$ cat src/rtl/ov7670_mem_writer.sv
// OV7670 RGB565 capture: assembles byte pairs into pixels and writes them
// into a IMG_W x IMG_H frame buffer, framed by vsync and href.
module ov7670_mem_writer #(
    parameter int IMG_W = 320,
    parameter int IMG_H = 240
) (
    input  logic        clk,
    input  logic        reset,
    input  logic        href,
    input  logic        vsync,
    input  logic [7:0]  ov7670_data,
    output logic        we,
    output logic [16:0] wAddr,
    output logic [15:0] wData,
    output logic        frame_active,
    output logic        frame_done
);

    localparam int HW = $clog2(IMG_W + 1);
    localparam int VW = $clog2(IMG_H + 1);
    localparam logic [HW-1:0] H_LIMIT  = HW'(IMG_W);
    localparam logic [VW-1:0] V_LIMIT  = VW'(IMG_H);
    localparam logic [16:0]   LINE_INC = 17'(IMG_W);

    typedef enum logic [1:0] {
        ST_IDLE,
        ST_SYNC,
        ST_CAPTURE
    } state_t;

    state_t r_state;
    state_t w_state_next;

    logic          r_vsync_prev;
    logic          r_href_prev;
    logic [HW-1:0] r_h_cnt;
    logic [VW-1:0] r_v_cnt;
    logic          r_phase;
    logic [7:0]    r_hi_byte;
    logic [16:0]   r_line_base;
    logic          r_we;
    logic [16:0]   r_waddr;
    logic [15:0]   r_wdata;
    logic          r_frame_done;

    logic [HW-1:0] w_h_next;
    logic [VW-1:0] w_v_next;
    logic          w_phase_next;
    logic [7:0]    w_hi_next;
    logic [16:0]   w_base_next;
    logic          w_we_next;
    logic [16:0]   w_waddr_next;
    logic [15:0]   w_wdata_next;
    logic          w_done_next;

    logic w_vsync_rise;
    logic w_vsync_fall;
    logic w_href_fall;

    assign w_vsync_rise = vsync & ~r_vsync_prev;
    assign w_vsync_fall = ~vsync & r_vsync_prev;
    assign w_href_fall  = ~href & r_href_prev;

    always_comb begin
        w_state_next = r_state;
        case (r_state)
            ST_IDLE:    if (w_vsync_rise) w_state_next = ST_SYNC;
            ST_SYNC:    if (w_vsync_fall) w_state_next = ST_CAPTURE;
            ST_CAPTURE: if (w_vsync_rise) w_state_next = ST_SYNC;
            default:    w_state_next = ST_IDLE;
        endcase
    end

    // Line base address tracks IMG_W*v_cnt incrementally, avoiding a multiplier.
    always_comb begin
        w_h_next     = r_h_cnt;
        w_v_next     = r_v_cnt;
        w_phase_next = r_phase;
        w_hi_next    = r_hi_byte;
        w_base_next  = r_line_base;
        w_we_next    = 1'b0;
        w_waddr_next = r_waddr;
        w_wdata_next = r_wdata;
        w_done_next  = 1'b0;
        case (r_state)
            ST_CAPTURE: begin
                if (w_vsync_rise) begin
                    // vsync wins over everything else, including a coincident href fall.
                    w_h_next     = '0;
                    w_v_next     = '0;
                    w_phase_next = 1'b0;
                    w_base_next  = '0;
                    w_done_next  = 1'b1;
                end else if (w_href_fall) begin
                    w_h_next     = '0;
                    w_phase_next = 1'b0;
                    if (r_v_cnt < V_LIMIT) begin
                        w_v_next    = r_v_cnt + VW'(1);
                        w_base_next = r_line_base + LINE_INC;
                    end
                end else if (!href) begin
                    w_phase_next = 1'b0;
                end else if (!r_phase) begin
                    w_hi_next    = ov7670_data;
                    w_phase_next = 1'b1;
                end else begin
                    w_phase_next = 1'b0;
                    if (r_h_cnt < H_LIMIT) begin
                        if (r_v_cnt < V_LIMIT) begin
                            w_we_next    = 1'b1;
                            w_waddr_next = r_line_base + 17'(r_h_cnt);
                            w_wdata_next = {r_hi_byte, ov7670_data};
                        end
                        w_h_next = r_h_cnt + HW'(1);
                    end
                end
            end
            default: begin
                w_h_next     = '0;
                w_v_next     = '0;
                w_phase_next = 1'b0;
                w_base_next  = '0;
            end
        endcase
    end

    always_ff @(posedge clk) begin
        if (reset) begin
            r_state      <= ST_IDLE;
            r_vsync_prev <= 1'b0;
            r_href_prev  <= 1'b0;
            r_h_cnt      <= '0;
            r_v_cnt      <= '0;
            r_phase      <= 1'b0;
            r_hi_byte    <= '0;
            r_line_base  <= '0;
            r_we         <= 1'b0;
            r_waddr      <= '0;
            r_wdata      <= '0;
            r_frame_done <= 1'b0;
        end else begin
            r_state      <= w_state_next;
            r_vsync_prev <= vsync;
            r_href_prev  <= href;
            r_h_cnt      <= w_h_next;
            r_v_cnt      <= w_v_next;
            r_phase      <= w_phase_next;
            r_hi_byte    <= w_hi_next;
            r_line_base  <= w_base_next;
            r_we         <= w_we_next;
            r_waddr      <= w_waddr_next;
            r_wdata      <= w_wdata_next;
            r_frame_done <= w_done_next;
        end
    end

    assign we           = r_we;
    assign wAddr        = r_waddr;
    assign wData        = r_wdata;
    assign frame_done   = r_frame_done;
    assign frame_active = (r_state == ST_CAPTURE);

endmodule

$ cat config.mk
export PLATFORM = sky130hd
export DESIGN_NAME = ov7670_mem_writer
export DESIGN_NICKNAME = d
export VERILOG_FILES = /design/src/rtl/ov7670_mem_writer.sv
export SDC_FILE = /design/constraint.sdc
export NUM_CORES = 1
export LEC_CHECK = 0
export CAP_MARGIN = 15
export CORE_ASPECT_RATIO = 0.7
export CORE_MARGIN = 2
export CORE_UTILIZATION = 34
export DETAILED_ROUTE_END_ITERATION = 10
export PLACE_DENSITY = 0.57
export SETUP_SLACK_MARGIN = 0.02
export SYNTH_ARGS = -nofsm -noshare
export SYNTH_HDL_FRONTEND = slang
export SYNTH_SLANG_ARGS = --single-unit
$ cat constraint.sdc
create_clock -name clk -period 2.2 [get_ports clk]
set_input_delay 0.55 -clock clk [delete_from_list [all_inputs] [get_ports clk]]
set_output_delay 0.55 -clock clk [all_outputs]
set_load 0.01 [all_outputs]
==> results.cfg, run 1 <==
[synth]
synth_cell_types = 40
synth-compound-area-share = 0.149
synthAdderAreaFrac = 0.0291
syn_inst = 371
ys_seq_area_frac = 0.466
synth_top_family_by_area = simple AND/OR/NAND/NOR gates
muxShareOfSynthArea = 0.0276
syn_avg_cell_area_um2 = 8.80
ys_ff_latch = 76
yosysWarnings = 0
synth_area_um2 = 3260
syn_nets = 390
synthXorXnorAreaFrac = 0.0725
yosys.area_share.simple = 0.219

[setup_path]
crit_path_max_incr_delay_ps = 550
critical-path-slowest-cell = clkdlybuf4s50_1
reg2reg_setup_slack_ps = 230
cp_data_required_time_ps = 1650
crit_family = buffers and inverters
path_cells = nand2b_1 -> inv_1 -> clkdlybuf4s50_1
path_class = flip-flop to primary output
cp_max_fo = 3
cp-start-kind = flip-flop
worstPathBufferInverterCount = 2
worst_ep_arrival_time_ps = 1480
end_kind = primary output

[global_route]
grt_start_max_net_pins = 33
grt_pass1_wl_um = 13500
grt_pass1_vias = 2683
antenna_found_initial = 0
overflow = 0
track_usage = 0.166

[clock_network]
h-tree-depth = 3
cts_sinks = 76
cts_tree = done
cts_resized = 0
cts_setup_buffers = 0
worstSkewPairLatency_ps = 330
cts-root-buf = clkbuf_16
cts_buffer_depth = 2
worst_setup_hold_path_clk_slew_ps = 60
numCtsBuffers = 9
ctsHoldBuffers = 0

[floorplanning]
dieArea_um2 = 10400
coreArea_um2 = 9180
num_rows = 29
die_y_um = 86.0
die_w_um = 121
start_util = 0.355
num_io_pins = 48

[layout]
layout_common_cells = 76 x dfxtp_1, 47 x clkdlybuf4s50_1, 41 x a21oi_1
layout_commonest_cell = dfxtp_1
fin_area_um2 = 4340
area_growth_syn_to_layout_pct = 32.9
antenna_cells = 0
drive_gt1_frac = 0.112
fin_nets = 452
nFillCells = 899

[power_and_ir_drop]
combPwrFrac = 0.027
swShare = 0.201
p_leak_nw = 1.43
p_switching_uw = 586
powerDensity_nw_per_um2 = 673
power.internal_mw = 2.34
ir_drop_v = 0.000451
seqPwrFrac = 0.474
pwr-share-clk = 0.499

[sta]
clock_skew_ps = 5.77
setup_viol = 0
slew_viol_final = 0
finalHoldViolCount = 0
worstMarginPinSlew_ps = 379
fmax_ghz = 0.494
rsz0062_at_grt = no
fin_hold_ws_ps = 463
slew_headroom = 0.747
finalCritPeriodShare = 0.921
finalWorstPathRequiredPeriod_ps = 2030

[route]
num_vias = 2848
detail_route.wl_per_cell_um = 14.3
dr.pass1.iters = 4
vias_per_cell = 5.07
wirelength_um = 8060
drtIter0Drc = 173
drc = 0
postRouteAntennaNets = 0

[place]
place_congestion = 0.800
place_area_um2 = 4030
dp_hpwl_um = 5770
port_buffers = 47

[flow_run]
cap_viol_max_count = 0

[hold_path]
hold_class = flip-flop to flip-flop

[outcome]
status = finished, final reports clean
[cells by family after synthesis]
kind of cell	count (synthesis)
buf+inv	28
compound gates	88
xor+xnor	27
fa+ha+maj	7
mux	9
simple gates	136
flops	76
[worst paths after layout]
check                                               to                   startpoint  cells after the start
worst min-delay path            wData[12]$_SDFFE_PP0P_    r_hi_byte[4]$_SDFFE_PP0P_                      2
worst min register to register  wData[12]$_SDFFE_PP0P_    r_hi_byte[4]$_SDFFE_PP0P_                      2
worst max register to register  wAddr[10]$_SDFFE_PP0P_  r_line_base[6]$_SDFFE_PP0P_                      7
worst max-delay path                      frame_active      r_state[0]$_SDFFE_PP0P_                      3
[metal layers]
metal / up-vias / wire length (µm) / GRT usage
li1: 1437 / - / -
met1: 1340 / 4250 / 0.244
met2: 66 / 3350 / 0.228
met3: 5 / 411 / 0.0532
met4: 0 / 46 / 0.0550
met5: - / 0 / 0
[synth_stat cells]
library cell	n	area share
a21oi_1	41	0.063
nand4_1	8	0.015
xnor2_1	11	0.030
buf_2	4	0.0061
or3_4	2	0.0069
mux2i_1	9	0.028
o21ai_1	10	0.015
or3_1	4	0.0077
nor2b_1	6	0.012
nand3_1	34	0.052
or4_1	1	0.0023
ha_1	6	0.023
xor2_1	16	0.043
nor3_4	1	0.0050
o211ai_1	3	0.0069
o21bai_1	1	0.0023
and2_1	3	0.0058
and4_4	1	0.0035
and4_1	3	0.0081
a211oi_1	9	0.021
o21ai_0	20	0.031
nand2b_1	6	0.012
nor2_1	37	0.043
and2_0	1	0.0019
o2bb2ai_1	1	0.0027
buf_4	1	0.0023
buf_6	1	0.0035
a41oi_1	1	0.0027
inv_1	5	0.0058
nand2_1	12	0.014
and3_2	1	0.0023
and3_1	3	0.0058
dfxtp_1	76	0.47
clkbuf_1	17	0.020
nor3_1	8	0.012
fa_1	1	0.0061
nor4_1	4	0.0077
nor4b_1	1	0.0027
o2111ai_1	1	0.0027
a31oi_1	1	0.0019
[worst reg2reg max path, delay by kind of cell (launching register included)]
family	cells	cell delay (ps)
AOI/OAI and AO/OA	2	410
xor gates and xnor gates	1	170
adders and majority gates	2	570
buffers and inverters	1	50
DFF	1	360
and+or+nand+nor	1	320
[metrics by stage]
stage | instances | power [mW] | utilization | TNS (ps) | setup WS [ps]
finish | 562 | 2.92 | 0.473 | 0 | 174
global route | 562 | 3.02 | 0.473 | 0 | 47.4
CTS | 562 | 2.96 | 0.473 | 0 | 156
detailed placement | 546 | 1.49 | 0.439 | -9.85 | -9.85
global placement | 546 | 1.49 | 0.439 | 0 | 26.6
floorplan | 371 | 1.45 | - | 0 | 449
[registers in the layout, summed over array words and instances (netlist names), 2 cells and up]
register,flops
r_h_cnt,9
r_hi_byte,8
r_v_cnt,8
wAddr,17
wData,16
r_line_base,11
r_state,2
[layout make-up]
type	count	area [µm²]	share of cell area
clock buffer	14	294	0.0678
sequential	76	1520	0.351
tap	124	155	0.0358
clock inverter	2	15.0	0.00346
inverter	5	18.8	0.00433
timing repair buffer	74	711	0.164
multi-input combinational	267	1620	0.374
[power groups by stage]
stage	Combinational (mW)	Clock [mW]	Sequential (mW)
2_1_floorplan	0.0351	0	1.41
3_3_place_gp	0.0790	0	1.41
3_5_place_dp	0.0785	0	1.41
4_1_cts	0.0791	1.50	1.38
5_1_grt	0.0857	1.56	1.38
6_report	0.0787	1.46	1.38
Note: power is estimated with default switching activity, not from simulation.
==> run 2, diff against run 1 <==
--- a/config.mk
+++ b/config.mk
@@ -9,6 +9,7 @@
 export CORE_ASPECT_RATIO = 0.7
 export CORE_MARGIN = 2
 export CORE_UTILIZATION = 34
+export CTS_BUF_LIST = sky130_fd_sc_hd__clkbuf_8
 export DETAILED_ROUTE_END_ITERATION = 10
 export PLACE_DENSITY = 0.57
 export SETUP_SLACK_MARGIN = 0.02
==> results.cfg, run 2 (synthesis results as in run 1) <==
[route]
drc = 0
vias_per_cell = 4.98
drtIter0Drc = 190
wirelength_um = 7980
num_vias = 2799
postRouteAntennaNets = 0
dr.pass1.iters = 4
detail_route.wl_per_cell_um = 14.2

[setup_path]
path_class = flip-flop to primary output
crit_path_max_incr_delay_ps = 550
path_cells = nand2b_1 -> inv_1 -> clkdlybuf4s50_1
cp-start-kind = flip-flop
crit_family = buffers and inverters
critical-path-slowest-cell = clkdlybuf4s50_1
cp_max_fo = 3
worstPathBufferInverterCount = 2
worst_ep_arrival_time_ps = 1500
cp_data_required_time_ps = 1650
end_kind = primary output

[layout]
fin_area_um2 = 4240
layout_commonest_cell = dfxtp_1
instances_no_fill = 562
largest_reg_flops = 17
area_growth_syn_to_layout_pct = 29.8
drive_gt1_frac = 0.112
antenna_cells = 0
fin_nets = 452
layout_common_cells = 76 x dfxtp_1, 47 x clkdlybuf4s50_1, 41 x a21oi_1

[sta]
fmax_ghz = 0.488
fin_ws_ps = 151
slew_viol_final = 0
slew_headroom = 0.747
finalCritPeriodShare = 0.931
clock_skew_ps = 9.95
setup_viol = 0
finalHoldViolCount = 0
finalWorstPathRequiredPeriod_ps = 2050
finalSetupTns_ps = 0
worstMarginPinSlew_ps = 379
rsz0062_at_grt = no

[floorplanning]
num_rows = 29
start_util = 0.355
die_w_um = 121
coreArea_um2 = 9180
num_io_pins = 48
dieArea_um2 = 10400
die_y_um = 86.0

[clock_network]
cts_resized = 0
cts_buffer_depth = 2
h-tree-depth = 3
cts_setup_buffers = 0
worstSkewPairLatency_ps = 350
worst_setup_hold_path_clk_slew_ps = 70
cts-root-buf = clkbuf_8
ctsHoldBuffers = 0
cts_tree = done
cts_sinks = 76
numCtsBuffers = 9

[global_route]
grt_pass1_wl_um = 13300
antenna_found_initial = 0
track_usage = 0.162
grt_start_max_net_pins = 33
overflow = 0
grt_pass1_vias = 2639

[place]
placed_cells = 546
port_buffers = 47
place_area_um2 = 4030
dp_hpwl_um = 5770
pre_cts_slack_ps = -9.85
place_congestion = 0.800

[power_and_ir_drop]
p_leak_nw = 1.39
ir_drop_v = 0.000396
powerDensity_nw_per_um2 = 595

[hold_path]
hold_class = flip-flop to flip-flop

[outcome]
status = finished, final reports clean

[flow_run]
cap_viol_max_count = 0
-- run 2: worst min-delay path: cells and delay by family, from the launching register on --
kind            cells  cell delay [ps]
flops               1              310
simple gates        1               60
compound gates      1               50
-- run 2: report_power, final --
group | internal [mW] | leakage (nW) | switching [mW] | total (mW)
clock | 0.564 | 0.101 | 0.495 | 1.06
combinational | 0.0370 | 0.674 | 0.0422 | 0.0792
sequential | 1.38 | 0.613 | 0.00244 | 1.38
total | 1.98 | 1.39 | 0.540 | 2.52
-- run 2: area by class of cell --
type                       count  area (µm²)
multi-input combinational    267        1620
fill                         906        4940
inverter                       5        18.8
sequential                    76        1520
clock inverter                 2        15.0
tap                          124         155
timing repair buffer          74         711
clock buffer                  14         193
-- run 2: per-layer routing --
layer / wire [µm] / global-route usage / share of wire
met3: 397 / 0.0472 / 0.050
met1: 4310 / 0.246 / 0.54
met5: 0 / 0 / 0
met4: 69 / 0.0486 / 0.0087
met2: 3200 / 0.219 / 0.40
-- run 2: through the flow --
| step | hold slack (ps) | utilization | power, mW |
|---|---|---|---|
| finish | 467 | 0.461 | 2.52 |
| global route | 491 | 0.461 | 2.62 |
| CTS | 468 | 0.461 | 2.55 |
| detailed placement | 456 | 0.439 | 1.49 |
| global placement | 450 | 0.439 | 1.49 |
| floorplan | 443 | - | 1.45 |
-- run 2: worst paths after layout --
check	startpoint	end	slack [ps]	cells past startpoint
worst max-delay path	r_state[0]$_SDFFE_PP0P_	frame_active	150	3
worst min-delay path	r_hi_byte[4]$_SDFFE_PP0P_	wData[12]$_SDFFE_PP0P_	470	2
worst max register to register	r_line_base[6]$_SDFFE_PP0P_	wAddr[10]$_SDFFE_PP0P_	230	7
worst min register to register	r_hi_byte[4]$_SDFFE_PP0P_	wData[12]$_SDFFE_PP0P_	470	2
